[src/rtl/dial_encoder_pkg.sv]
// dial_pkg: shared types and helpers for the dial encoder emulator.
//   POS_W / CODE_W : encoder position width (8) and vault code width (5)
//   pos_t / code_t : position and code types
//   state_t        : controller states (BOUNCE only reachable with DIAL_BOUNCE_EN)
//   bin2gray       : binary to reflected Gray conversion
package dial_pkg;

  localparam int POS_W  = 8;
  localparam int CODE_W = 5;

  typedef logic [POS_W-1:0]  pos_t;
  typedef logic [CODE_W-1:0] code_t;

  typedef enum logic [2:0] {
    IDLE   = 3'd0,
    SPIN   = 3'd1,
    SEEK   = 3'd2,
    DONE   = 3'd3,
    BOUNCE = 3'd4
  } state_t;

  function automatic pos_t bin2gray(input pos_t b);
    return b ^ (b >> 1);
  endfunction

endpackage

[src/rtl/dial_encoder_if.sv]
// dial_encoder_if: "dial to code" command handshake.
//   cmd_valid : request (master -> slave)
//   cmd_ready : slave can accept (slave -> master)
//   cmd_code  : target vault code
//   cmd_dir   : 1 = CW (increment), 0 = CCW (decrement)
//   cmd_turns : full revolutions to spin before seeking
interface dial_encoder_if;
  import dial_pkg::*;

  logic       cmd_valid;
  logic       cmd_ready;
  code_t      cmd_code;
  logic       cmd_dir;
  logic [1:0] cmd_turns;

  modport master (
    output cmd_valid, cmd_code, cmd_dir, cmd_turns,
    input  cmd_ready
  );

  modport slave (
    input  cmd_valid, cmd_code, cmd_dir, cmd_turns,
    output cmd_ready
  );

endinterface

[src/rtl/dial_encoder_step_timer.sv]
// step_timer: paces encoder steps.
//   clock, reset : clock and synchronous active-high reset
//   en           : count while high (hold otherwise)
//   clear        : restart the count at 0 (wins over en)
//   tick         : high on the cycle the count equals STEP_DIV-1
// STEP_DIV legal range 1..255.
module step_timer #(
  parameter int STEP_DIV = 4
) (
  input  logic clock,
  input  logic reset,
  input  logic en,
  input  logic clear,
  output logic tick
);

  localparam logic [7:0] LAST = 8'(STEP_DIV - 1);

  logic [7:0] cnt;

  always_ff @(posedge clock) begin
    if (reset) begin
      cnt <= 8'd0;
    end else if (clear) begin
      cnt <= 8'd0;
    end else if (en) begin
      cnt <= (cnt == LAST) ? 8'd0 : cnt + 8'd1;
    end
  end

  assign tick = en && (cnt == LAST);

endmodule

[src/rtl/dial_encoder.sv]
// dial_encoder: rotary encoder emulator. Turns a "dial to code" command into
// a paced sequence of Gray-coded absolute positions suitable for the vault's
// re_in.
//   clock, reset : clock and synchronous active-high reset
//   cmd          : command handshake (dial_encoder_if.slave)
//   re_out       : Gray-coded position, pos ^ (pos >> 1)
//   position     : binary position (debug)
//   busy         : command in progress (SPIN/SEEK/BOUNCE/DONE)
//   done         : one-cycle completion pulse
// Build option: define DIAL_BOUNCE_EN to add a one-step overshoot and return
// after arrival (extra BOUNCE state, adds 2*STEP_DIV cycles).
//
// state  | meaning
// IDLE   | ready for a command
// SPIN   | full revolutions, steps_left counts down to 0
// SEEK   | stepping until pos[7:3] == code
// BOUNCE | overshoot one step past landing, then step back
// DONE   | one-cycle done pulse
module dial_encoder
  import dial_pkg::*;
#(
  parameter int STEP_DIV = 4
) (
  input  logic           clock,
  input  logic           reset,
  dial_encoder_if.slave  cmd,
  output pos_t           re_out,
  output pos_t           position,
  output logic           busy,
  output logic           done
);

  state_t     state, next_state;
  pos_t       pos, pos_next;
  code_t      code_q;
  logic       dir_q;
  logic [9:0] steps_left;
  logic       tick;
  logic       accept;
  logic       arrived;
  logic       step;
  logic       step_up;
  logic       timer_en;
  logic       timer_clear;
  logic       busy_d;
  logic       done_d;
`ifdef DIAL_BOUNCE_EN
  logic       phase;
`endif

  assign cmd.cmd_ready = (state == IDLE) && !reset;
  assign accept        = cmd.cmd_valid && cmd.cmd_ready;
  assign arrived       = (pos[7:3] == code_q);
  assign position      = pos;

  step_timer #(.STEP_DIV(STEP_DIV)) u_timer (
    .clock (clock),
    .reset (reset),
    .en    (timer_en),
    .clear (timer_clear),
    .tick  (tick)
  );

  always_ff @(posedge clock) begin
    if (reset) begin
      state <= IDLE;
    end else begin
      state <= next_state;
    end
  end

  always_comb begin
    next_state = state;
    case (state)
      IDLE: begin
        if (accept) begin
          next_state = (cmd.cmd_turns != 2'd0) ? SPIN : SEEK;
        end
      end
      SPIN: begin
        // the last revolution step hands over to SEEK on the same edge
        if (tick && (steps_left == 10'd1)) begin
          next_state = SEEK;
        end
      end
      SEEK: begin
        if (arrived) begin
`ifdef DIAL_BOUNCE_EN
          next_state = BOUNCE;
`else
          next_state = DONE;
`endif
        end
      end
`ifdef DIAL_BOUNCE_EN
      BOUNCE: begin
        if (tick && phase) begin
          next_state = DONE;
        end
      end
`endif
      DONE: begin
        next_state = IDLE;
      end
      default: begin
        next_state = IDLE;
      end
    endcase
  end

  always_comb begin
    step        = 1'b0;
    step_up     = dir_q;
    timer_en    = 1'b0;
    timer_clear = accept;
    busy_d      = (next_state != IDLE);
    done_d      = (next_state == DONE);
    case (state)
      SPIN: begin
        timer_en = 1'b1;
        step     = tick;
      end
      SEEK: begin
        timer_en = 1'b1;
        // arrival is checked before stepping, so a tick on the arrival cycle
        // never moves past the landing position
        step     = tick && !arrived;
`ifdef DIAL_BOUNCE_EN
        // restart pacing so each bounce step takes a full STEP_DIV
        timer_clear = arrived;
`endif
      end
`ifdef DIAL_BOUNCE_EN
      BOUNCE: begin
        timer_en = 1'b1;
        step     = tick;
        step_up  = dir_q ^ phase;
      end
`endif
      default: begin
      end
    endcase
    pos_next = step_up ? pos + 8'd1 : pos - 8'd1;
  end

  always_ff @(posedge clock) begin
    if (reset) begin
      pos        <= '0;
      re_out     <= '0;
      busy       <= 1'b0;
      done       <= 1'b0;
      code_q     <= '0;
      dir_q      <= 1'b0;
      steps_left <= 10'd0;
`ifdef DIAL_BOUNCE_EN
      phase      <= 1'b0;
`endif
    end else begin
      busy <= busy_d;
      done <= done_d;
      if (accept) begin
        code_q     <= cmd.cmd_code;
        dir_q      <= cmd.cmd_dir;
        steps_left <= {cmd.cmd_turns, 8'h00};
`ifdef DIAL_BOUNCE_EN
        phase      <= 1'b0;
`endif
      end
      if (step) begin
        pos    <= pos_next;
        re_out <= bin2gray(pos_next);
      end
      if ((state == SPIN) && tick) begin
        steps_left <= steps_left - 10'd1;
      end
`ifdef DIAL_BOUNCE_EN
      if ((state == BOUNCE) && tick) begin
        phase <= 1'b1;
      end
`endif
    end
  end

endmodule

[src/flat_wrapper.sv]
// flat-port wrapper written by rule: the top's interface ports become plain ports
module dial_encoder_flat import dial_pkg::*;
#(
  parameter int STEP_DIV = 4
)
  (clock, reset, re_out, position, busy, done, cmd_cmd_valid, cmd_cmd_code, cmd_cmd_dir, cmd_cmd_turns, cmd_cmd_ready);
  dial_encoder_if cmd_i ();
  input  logic clock;
  input  logic reset;
  output pos_t re_out;
  output pos_t position;
  output logic busy;
  output logic done;
  input wire logic [$bits(cmd_i.cmd_valid)-1:0] cmd_cmd_valid;
  input wire logic [$bits(cmd_i.cmd_code)-1:0] cmd_cmd_code;
  input wire logic [$bits(cmd_i.cmd_dir)-1:0] cmd_cmd_dir;
  input wire logic [$bits(cmd_i.cmd_turns)-1:0] cmd_cmd_turns;
  output wire logic [$bits(cmd_i.cmd_ready)-1:0] cmd_cmd_ready;
  assign cmd_i.cmd_valid = cmd_cmd_valid;
  assign cmd_i.cmd_code = cmd_cmd_code;
  assign cmd_i.cmd_dir = cmd_cmd_dir;
  assign cmd_i.cmd_turns = cmd_cmd_turns;
  assign cmd_cmd_ready = cmd_i.cmd_ready;
  dial_encoder #(.STEP_DIV(STEP_DIV)) u_core (.clock(clock), .reset(reset), .cmd(cmd_i), .re_out(re_out), .position(position), .busy(busy), .done(done));
endmodule
[config.mk]
export PLATFORM = sky130hd
export DESIGN_NAME = dial_encoder_flat
export DESIGN_NICKNAME = d
export VERILOG_FILES = /design/src/rtl/dial_encoder_pkg.sv /design/src/rtl/dial_encoder_if.sv /design/src/rtl/dial_encoder_step_timer.sv /design/src/rtl/dial_encoder.sv /design/src/flat_wrapper.sv
export SDC_FILE = /design/constraint.sdc
export NUM_CORES = 1
export LEC_CHECK = 0
export ABC_AREA = 1
export CORE_MARGIN = 3
export CORE_UTILIZATION = 62
export CTS_BUF_LIST = sky130_fd_sc_hd__clkbuf_4 sky130_fd_sc_hd__clkbuf_8
export CTS_CLUSTER_SIZE = 12
export DETAILED_ROUTE_END_ITERATION = 10
export MAX_ROUTING_LAYER = met4
export PLACE_DENSITY_LB_ADDON = 0.12
export SYNTH_ARGS = -nofsm -noshare
export SYNTH_HDL_FRONTEND = slang
export SYNTH_SLANG_ARGS = --single-unit
export TNS_END_PERCENT = 50
[constraint.sdc]
create_clock -name clock -period 2.7 [get_ports clock]
set_input_delay 0.54 -clock clock [delete_from_list [all_inputs] [get_ports clock]]
set_output_delay 0.54 -clock clock [all_outputs]
set_load 0.02 [all_outputs]
==> run summary, run 1 <==
initial drt markers - 168
Post-synth top cells - nand2_1 (95), inv_1 (47), dfxtp_1 (44)
setup TNS - 0 ns
Post-Synthesis Cells - 361
CP Class - primary input to primary output
dominant synthesized flop cell - dfxtp_1
final wirelength - 5320 um
Min-Delay Path Class - register to register
Final Cycle Share - 86.1%
Root Driver - clkbuf_8
Syn-to-layout area delta - 15.9%
worst setup margin - 0.374 ns
deepest clock path buffer count - 2
Port Buffers - 29
EDFF count, synth - 0
sequential fraction of the synthesis area - 34.5%
final instance count without filler cells - 443
FMAX - 430 MHz
largest net degree at the start of global routing - 20
#FFs+latches synth - 44
Pre-antenna DRT Iters - 4
Power Density - 405 nW/um^2
Leak Pwr - 1.32 nW
maximum fanout along the worst path - 2
# rows - 22
IO Pins - 30
RePlAce Congestion - 0.883
endpoints failing hold - 0
CTS H-Tree Depth - 2
startpoint class of the critical path - primary input
core area - 3830 sq um
Skew-Pair Late Insertion Delay - 0.31 ns
VDD IR max - 0.404 mV
layout cell share with drive strength beyond 1 - 11.9%
GRT Total Usage - 24.4%
post-cts sizing count - 0
Yosys top cell by area - dfxtp_1
Max Cap Violations - 0
vias post-DR - 2286
worst path required time - 2.16 ns
total CTS buffers - 5
Hold-fix buffers, CTS - 0
Diodes inserted - 0
# clock sinks - 44
Post-Syn Area - 2550 sq um
post-route ant nets - 0
GRT overflow - 0
post-CTS setup buffers - 0
Vias/cell - 5.16
yosys warns - 0
CP endpoint kind - primary output
top-area cell type share of the netlist area - 34.5%
RSZ-0062 raised after global routing - false
Layout Nets - 415
total chip power - 0.00120 W
Setup WS pre-CTS - 0.370 ns
fillers - 318
Synth area leaders - dfxtp_1 (35%), nand2_1 (14%), inv_1 (6.9%), a21oi_1 (4.7%), nand3_1 (4.5%)
DR DRC count - 0
Synth cell types - 37
endpoints failing setup - 0
syn nets - 382
post-DP HPWL - 3990 um
Wirelength per Cell - 12.0 um
Post-Route Utilization - 77.3%
die height - 70.2 um
Critical Path AT - 1.79 ns
number of max-slew violations in the final report - 0
global-route wire length before repair - 9450 um
share of async-settable or async-resettable flops after synthesis - 0%
Mapped Avg Cell Area - 7.07 sq um
die extent in x - 70.2 um
CTS clock-pin slew for the worst setup and hold paths - 0.08 ns
DP Cell Count - 435
Tmin final - 2.33 ns
Die Area - 4920 sq um
skew final - 0.00632 ns
most common cell in the netlist - nand2_1
vias in the first global route - 2082
status - completed
starting density of the core - 66.7%
TritonCTS clock tree - done
initial antenna violation count - 0
-- per-stage QoR --
stage | hold WS (ns) | cell area, sq um
4_1_cts | 0.472 | 2960
3_5_place_dp | 0.460 | 2870
5_1_grt | 0.507 | 2960
6_report | 0.468 | 2960
3_3_place_gp | 0.457 | 2870
2_1_floorplan | 0.443 | 2550
-- final timing paths --
check | start | to | slack [ns] | cells past startpoint
setup / recovery | reset | cmd_cmd_ready | 0.37 | 5
hold / removal | u_core.steps_left[8] | u_core.steps_left[8] | 0.47 | 2
setup reg to reg | u_core.u_timer.cnt[0] | u_core.position[4] | 0.70 | 10
hold reg to reg | u_core.steps_left[8] | u_core.steps_left[8] | 0.47 | 2
-- per-layer routing --
| layer | global-route usage [%] | up-vias | wire (um) |
|---|---|---|---|
| met5 | - | - | 0 |
| met4 | 9.57 | 0 | 108 |
| met3 | 5.32 | 9 | 191 |
| met2 | 38.8 | 41 | 2520 |
| met1 | 30.1 | 1024 | 2500 |
| li1 | - | 1212 | - |
-- kinds of logic (layout without fill, tap and decap cells) --
group	count (synthesis)	after routing	share of synthesized area (%)
other	1	1	0.147
AND/OR/NAND/NOR	182	182	34.5
buffers and inverters	58	92	9.61
adder cells (fa/ha/maj)	10	10	5.20
AO/OA/AOI/OAI	56	56	12.6
flip-flops	44	44	34.5
XOR/XNOR	10	10	3.43
-- cell usage in the layout, fill, tap and decap left out, types with 4 or more instances in the layout --
master and count:
a21oi_1 24, a21oi_2 6, clkbuf_8 5, clkdlybuf4s50_1 29, dfxtp_1 44, ha_1 9, inv_1 47, inv_2 6
nand2_1 95, nand2_2 9, nand2_4 4, nand3_1 23, nand4_1 4, nor2_1 28, nor2_2 4, nor3_1 5
o21ai_0 21, xnor2_1 4, xor2_1 6
-- final cells by class --
type | count | area, sq um | share of cell area (%)
Sequential cell | 44 | 881 | 29.8
Clock inverter | 3 | 18.8 | 0.634
Inverter | 53 | 199 | 6.72
Timing Repair Buffer | 31 | 305 | 10.3
Clock buffer | 5 | 68.8 | 2.33
Tap cell | 48 | 60.1 | 2.03
Multi-Input combinational cell | 259 | 1430 | 48.2
-- critical path: stages --
cell             delay, ns
clkdlybuf4s50_1       0.42
nor2_1                0.09
nand2_1               0.05
inv_1                 0.08
clkdlybuf4s50_1       0.60
-- flip-flops by register name, summed over array words and instances, names as in the netlist --
register            cells
u_core.busy             1
u_core.code_q           5
u_core.dir_q            1
u_core.done             1
u_core.position         8
u_core.re_out           7
u_core.state            3
u_core.steps_left      10
u_core.u_timer.cnt      8
-- where the power goes --
group | switching (W) | internal, W | leakage, nW
sequential | 0.00000520 | 0.000658 | 0.356
combinational | 0.0000712 | 0.0000471 | 0.915
clock | 0.000236 | 0.000180 | 0.0479
(Power assumes the default switching activity.)
==> inputs of run 2 (changes only) <==
CORE_UTILIZATION = 52   (was 62)
SKIP_LAST_GASP = 1   (was default)
clock period = 2 ns   (was 2.7 ns; I/O delays follow)
==> run summary, run 2 (synthesized netlist as in run 1, its figures left out) <==
status - completed
final wirelength - 5490 um
RePlAce Congestion - 0.893
post-DP HPWL - 3980 um
Final Cycle Share - 92.4%
Port Buffers - 29
CTS H-Tree Depth - 2
total CTS buffers - 5
startpoint class of the critical path - register
most flop-heavy register - u_core.steps_left
RSZ-0062 raised after global routing - false
worst setup margin - 0.153 ns
Skew-Pair Late Insertion Delay - 0.30 ns
fillers - 403
Pre-antenna DRT Iters - 4
Largest register FFs - 10
Sw Share - 23.3%
GRT overflow - 0
die height - 76.1 um
worst path required time - 1.60 ns
Vias/cell - 5.02
largest net degree at the start of global routing - 20
CP Class - register to primary output
# clock sinks - 44
skew final - 0.0118 ns
starting density of the core - 56.3%
Clock power frac - 39.3%
R2R depth - 10
Tmin final - 1.85 ns
design area - 3060 sq um
placed instance area - 2940 sq um
R2R setup slack - 0.18 ns
CTS clock-pin slew for the worst setup and hold paths - 0.09 ns
DR DRC count - 0
FMAX - 541 MHz
post-CTS setup buffers - 0
initial antenna violation count - 0
vias in the first global route - 2192
vias post-DR - 2338
Hold Worst Slack - 0.469 ns
Diodes inserted - 0
hold path depth - 2
CP endpoint kind - primary output
FF-to-FF Start - u_core.position[1]
critical path's largest stage delay - 0.67 ns
endpoints failing setup - 0
Hold-fix buffers, CTS - 0
layout cell share with drive strength beyond 1 - 14.2%
internal power - 0.00134 W
Min-Delay Path Class - register to register
Wirelength per Cell - 11.8 um
register area - 882 sq um
crit path cell chain - clkdlybuf4s50_1
GRT Total Usage - 20.2%
deepest clock path buffer count - 2
TritonCTS clock tree - done
Min-Delay Endpoint - u_core.steps_left[8]
Power Density - 573 nW/um^2
die extent in x - 76.1 um
Worst Path Buf+Inv - 1
most common cell after layout, fill and taps aside - nand2_1
maximum fanout along the worst path - 6
Die Area - 5790 sq um
Layout Nets - 421
Setup WS pre-CTS - -0.0304 ns
# rows - 24
Leak Pwr - 1.36 nW
most frequent cells in the layout - nand2_1 (95), inv_1 (46), dfxtp_1 (43)
VDD IR max - 0.258 mV
initial drt markers - 128
Syn-to-layout area delta - 19.7%
number of max-slew violations in the final report - 0
Critical Path AT - 1.45 ns
CP max-delay cell - clkdlybuf4s50_1
combinational power share - 9.6%
post-route ant nets - 0
core area - 4530 sq um
Max Cap Violations - 0
r2r endpoint - u_core.re_out[5]
crit-path leading delay family - buffers and inverters
Sequential Power Share - 51.2%
IO Pins - 30
endpoints failing hold - 0
global-route wire length before repair - 9480 um
Root Driver - clkbuf_8
Hold Startpoint - u_core.steps_left[8]
Sw Pwr - 0.000409 W
multi-input logic area - 1430 sq um
## run 2: per-layer routing
layer	track usage [%]	share of wire (%)	vias up
li1	-	-	1220
met1	24.1	47	1059
met2	34.0	48	51
met3	4.14	3.8	8
met4	6.88	1.4	0
met5	-	0	-
## run 2: area by class of cell
type,instances,area share [%]
well taps,65,2.66
repair buffers,37,11.4
inverters,53,6.51
flip-flops and latches,44,28.9
multi-input cells,259,46.9
clock inverters,2,1.15
clock buffers,6,2.50
## run 2: timing repair
action                                 4_1_cts  5_1_grt
endpoints found under the hold margin        0        0
gates resized for setup                      1        4
setup endpoints to repair                    1        8
## run 2: how the worst max path moves through the flow
stage / start / to / slack (ns) / depth (start not counted)
floorplan: u_core.position[0] / u_core.re_out[1] / 0.09 / 6
global placement: reset / cmd_cmd_ready / -0.02 / 5
detailed placement: reset / cmd_cmd_ready / -0.03 / 5
CTS: u_core.dir_q / u_core.re_out[4] / 0.04 / 12
global route: u_core.dir_q / u_core.re_out[4] / 0.01 / 12
finish: u_core.position[7] / position[7] / 0.15 / 1
## run 2: power by group through the flow
stage / Sequential (W) / Combinational, W / Clock (W)
2_1_floorplan: 0.000916 / 0.000106 / 0
3_3_place_gp: 0.000915 / 0.000164 / 0
3_5_place_dp: 0.000916 / 0.000167 / 0
4_1_cts: 0.000895 / 0.000167 / 0.000696
5_1_grt: 0.000897 / 0.000189 / 0.000749
6_report: 0.000895 / 0.000167 / 0.000687
## run 2: stage by stage
stage	setup TNS [ns]	util (%)	power, W	instances
after global routing	0	67.4	0.00184	466
after detailed placement	-0.0304	64.8	0.00108	458
after floorplan	0	-	0.00102	361
after CTS	0	67.2	0.00176	466
final	0	67.4	0.00175	466
after global placement	-0.0218	64.8	0.00108	458
==> variant 1, RTL diff (config.mk and constraints of run 2) <==
The option `DIAL_BOUNCE_EN` is turned on by a define.
--- a/src/rtl/dial_encoder.sv
+++ b/src/rtl/dial_encoder.sv
@@ -16,6 +16,8 @@
 // SEEK   | stepping until pos[7:3] == code
 // BOUNCE | overshoot one step past landing, then step back
 // DONE   | one-cycle done pulse
+`define DIAL_BOUNCE_EN
+
 module dial_encoder
   import dial_pkg::*;
 #(
Behaviour: not the same (Yosys sat finds a counterexample within 4 cycles, from zero or initial values and one cycle with reset high).
==> variant 1 against run 2 <==
First-iteration DRC count unchanged. Sequential cell count up 1. Sequential share of layout area down 2.4 points. Core utilization up 7.7 points. Routed wire length up 15%. Synthesized area up 1.0%. Count of clock-buffer cells in the layout up 2. Final area up 12%. Worst hold slack worse by 0.0027 ns. Setup slack worse by 0.14 ns. Critical path type is now flop to flop.
Power is not compared: it rests on default switching activity, and its combinational part moved more than twofold at a synthesized area within 25%.
==> variant 1: results (changes against run 2) <==
| Metric | Value |
|---|---|
| Number of global-route vias before repair | 2480 (+13%) |
| Fillers | 369 (-8.4%) |
| Global-route wire length before repair | 10700 µm (+13%) |
| H-tree depth | 2 (unchanged) |
| Routed WL per cell | 12.5 µm (+6.2%) |
| Max stage delay on crit path | 0.37 ns (-0.30 ns) |
| Clock Skews | 0.00324 ns (-0.00851 ns) |
| Tot GR Track Use | 22.5% (+2.3 points) |
| Post-Place Cells | 486 (+6.1%) |
| Hold/Removal Path Class | flop to flop |
| Syn nets | 386 (+1.0%) |
| Status | finished, final reports clean |
| Sequential share of the synthesized area | 34.9% (+0.42 points) |
| Vias | 2578 (+10%) |
| GPL Wtd Cong | 0.873 (-2.2%) |
| Cells after synthesis | 371 (+2.8%) |
| Max FO, Critical Path | 3 (-3) |
| Worst-path clk slew | 0.08 ns |
| Cell area after placement | 3140 µm² (+6.8%) |
| Slowest CP cell | dfxtp_4 |
| Pre-CTS setup slack | -0.0618 ns (-0.0314 ns) |
| Layout cells sized above 1 | 25.5% (+11 points) |
| Post-synth cell types | 45 (+22%) |
| Wirelength, routed | 6300 µm (+15%) |
| Max reg flops | 10 (unchanged) |
| Multi-input gate area | 1540 µm² (+7.2%) |
| Worst EP arrival | 2.24 ns (+0.79 ns) |
| Commonest cells in the netlist | nand2_1, dfxtp_1, inv_1 |
| Nets@finish | 453 (+7.6%) |
| Ranking of synthesized cells by area | dfxtp_1, nand2_1, inv_1 |
| Post-DP HPWL | 4470 µm (+12%) |
variant 1: cell types whose count changed after synthesis, sizes merged, moves of 3 or more:
cell    change
a211oi      +3
xor2        +3
o21ai       -6
a21oi       -5
o41ai       +3
nand3      +12
nand2      -11
ha          -5
inv         -4
variant 1: power groups by stage:
stage               logic (mW)  clock network [mW]  registers (mW)
floorplan                0.213                   0           0.966
global placement         0.328                   0           0.962
detailed placement       0.336                   0           0.963
CTS                      0.370               0.616           0.944
global route             0.443               0.649           0.947
finish                   0.402               0.604           0.944
variant 1: cell families after synthesis:
kind of cell | Yosys count | synth area share [%]
buffers and inverters | 60 | 9.46
AND/OR/NAND/NOR | 191 | 35.6
flip-flops | 45 | 34.9
AO/OA/AOI/OAI | 57 | 13.3
adder cells (fa/ha/maj) | 4 | 1.94
XOR/XNOR | 14 | 4.76
variant 1: final cells by class:
| cell class | instances | share of cell area, % |
|---|---|---|
| clock buffers | 8 | 2.66 |
| inverters | 51 | 5.77 |
| repair buffers | 69 | 17.9 |
| well taps | 65 | 2.37 |
| flip-flops and latches | 45 | 26.5 |
| multi-input cells | 266 | 44.8 |
variant 1: worst paths after layout:
path	cells past startpoint	start	slack, ns	to
setup / recovery	18	u_core.state[1]	0.02	u_core.re_out[3]
hold reg to reg	2	u_core.re_out[1]	0.47	u_core.re_out[1]
hold / removal	2	u_core.re_out[1]	0.47	u_core.re_out[1]
setup reg to reg	18	u_core.state[1]	0.02	u_core.re_out[3]
variant 1: layer usage:
layer  up-vias  track usage (%)  part of all wire [%]
li1       1337                -                     -
met1      1168             28.1                    46
met2        65             36.1                    47
met3         8             4.02                   5.5
met4         0             8.51                   1.4
met5         -                -                     0
variant 1: worst max-delay path, delay by kind of cell, from the launching register on:
kind / cells / cell delay, ns
simple gates: 13 / 1.12
buf+inv: 4 / 0.27
flops: 1 / 0.37
fa+ha+maj: 1 / 0.15
variant 1: what timing repair did:
item	in CTS	in global routing
gates resized for setup	17	24
pin swaps	9	16
setup endpoints to repair	5	13
buffers inserted	5	5
==> variant 2, RTL diff (config.mk and constraints of run 2) <==
Without the edit above. Re-encode `state_t` (5 states) as one-hot, 5 bits wide.
--- a/src/rtl/dial_encoder_pkg.sv
+++ b/src/rtl/dial_encoder_pkg.sv
@@ -11,12 +11,12 @@
   typedef logic [POS_W-1:0]  pos_t;
   typedef logic [CODE_W-1:0] code_t;
 
-  typedef enum logic [2:0] {
-    IDLE   = 3'd0,
-    SPIN   = 3'd1,
-    SEEK   = 3'd2,
-    DONE   = 3'd3,
-    BOUNCE = 3'd4
+  typedef enum logic [4:0] {
+    IDLE   = 5'b00001,
+    SPIN   = 5'b00010,
+    SEEK   = 5'b00100,
+    DONE   = 5'b01000,
+    BOUNCE = 5'b10000
   } state_t;
 
   function automatic pos_t bin2gray(input pos_t b);
Function: same outputs for any inputs over 10 cycles, from zero or initial values and one cycle with reset high; not proved beyond that.
==> variant 2 against run 2 <==
Count of clock-buffer cells in the layout increased by 1. Final area increased by 2.5%. Power decreased by 2.8%. Synthesized area increased by 1.9%. Setup slack improved by 0.023 ns. Sequential cell count increased by 2. Synthesized cell count increased by 3.0%. Non-clock buffer count decreased by 1. Worst hold slack improved by 0.0013 ns. Routed wire length increased by 4.3%. Critical endpoint is now position[3].
==> variant 2: results (changes against run 2) <==
| Metric | Value |
|---|---|
| GPL Wtd Cong | 0.894 (about the same) |
| Largest net degree at the start of global routing | 22 (+10%) |
| Commonest cells in the netlist | nand2_1, dfxtp_1, inv_1 |
| Max FO, Critical Path | 4 (-2) |
| Pre-CTS setup slack | 0.00744 ns (+0.0378 ns) |
| Vias/cell | 5.01 (about the same) |
| Min-delay src | u_core.re_out[6] |
| Worst EP arrival | 1.42 ns (-0.03 ns) |
| Synth warn | 0 (unchanged) |
| Reg2Reg Depth | 12 (+2) |
| Wirelength, routed | 5730 µm (+4.3%) |
| Number of global-route vias before repair | 2252 (+2.7%) |
| Status | finished, final reports clean |
| Initial drt markers | 68 (-47%) |
| Reg with most FFs | u_core.steps_left |
| Pleak | 1.35 nW (-0.68%) |
| Ranking of synthesized cells by area | dfxtp_1, nand2_1, inv_1 |
| Worst VDD drop | 0.000405 V (+57%) |
| Syn nets | 393 (+2.9%) |
| Global-route wire length before repair | 9920 µm (+4.7%) |
| Tot GR Track Use | 21.2% (+0.99 points) |
| Sequential share of the synthesized area | 35.4% (+0.89 points) |
| Hold_ws | 0.470 ns (+0.00133 ns) |
| TritonRoute pass-1 iters | 4 (unchanged) |
| Nets@finish | 430 (+2.1%) |
| Worst-Skew Late Latency | 0.30 ns (about the same) |
| CP Launch Point | u_core.position[3] |
| Layout cells sized above 1 | 11.0% (-3.2 points) |
| Post-DP HPWL | 4270 µm (+7.1%) |
| Capture point of the worst reg-to-reg path | u_core.re_out[4] |
## variant 2: changes by cell type after synthesis, sizes merged, moves of 3 or more
cell / change
o21ai: -7
nand3: -7
nor3b: +3
nand2: +8
or2: +5
nor3: -4
and3: +3
inv: -5
xor2: +6
nand4: +4
## variant 2: metal layers
layer	GRT usage [%]	share of wire, %	vias up
met1	25.8	48	1098
met4	5.80	1.2	0
met5	-	0	-
met3	3.99	2.8	7
met2	35.8	48	32
li1	-	-	1255
## variant 2: how the worst max path moves through the flow
stage / to / depth (start not counted) / slack, ns
floorplan: u_core.re_out[4] / 12 / 0.19
global placement: cmd_cmd_ready / 3 / 0.03
detailed placement: cmd_cmd_ready / 3 / 0.007
CTS: u_core.re_out[6] / 12 / 0.05
global route: u_core.re_out[6] / 11 / 0.03
finish: position[3] / 1 / 0.18
## variant 2: repair_timing
| action | in CTS | in global routing |
|---|---|---|
| endpoints found under the setup margin | 1 | 7 |
| resized for setup | 1 | 10 |
| setup buffers | 0 | 0 |
| cloned | 0 | 0 |
## variant 2: layout make-up
cell class / instances / area, µm²
clock buffer: 7 / 90.1
clock inverter: 1 / 5.00
fill: 451 / 1660
inverter: 48 / 188
multi-input combinational: 272 / 1500
sequential: 46 / 922
tap: 67 / 83.8
timing repair buffer: 36 / 342
## variant 2: logic make-up (layout without fill, tap and decap cells)
logic type	count (synthesis)	in the layout	synth area share (%)
AOI/OAI and AO/OA	49	49	10.5
DFF	46	46	35.4
adders and majority gates	10	10	5.10
and+or+nand+nor	197	197	34.9
other	1	1	0.144
buffers and inverters	54	92	8.85
xor gates and xnor gates	15	15	5.05
## variant 2: per-stage QoR
| step | area [µm²] | std cells | util, % | total power [mW] |
|---|---|---|---|---|
| after floorplan | 2600 | 372 | - | 1.06 |
| after global placement | 2980 | 469 | 62.3 | 1.12 |
| after detailed placement | 2980 | 469 | 62.3 | 1.12 |
| after CTS | 3080 | 477 | 64.3 | 1.72 |
| after global routing | 3130 | 477 | 65.4 | 1.78 |
| final | 3130 | 477 | 65.4 | 1.70 |
## variant 2: power breakdown
group	total (mW)	switching [mW]	internal, mW
logic	0.173	0.100	0.0730
clock network	0.590	0.297	0.293
registers	0.938	0.00956	0.928
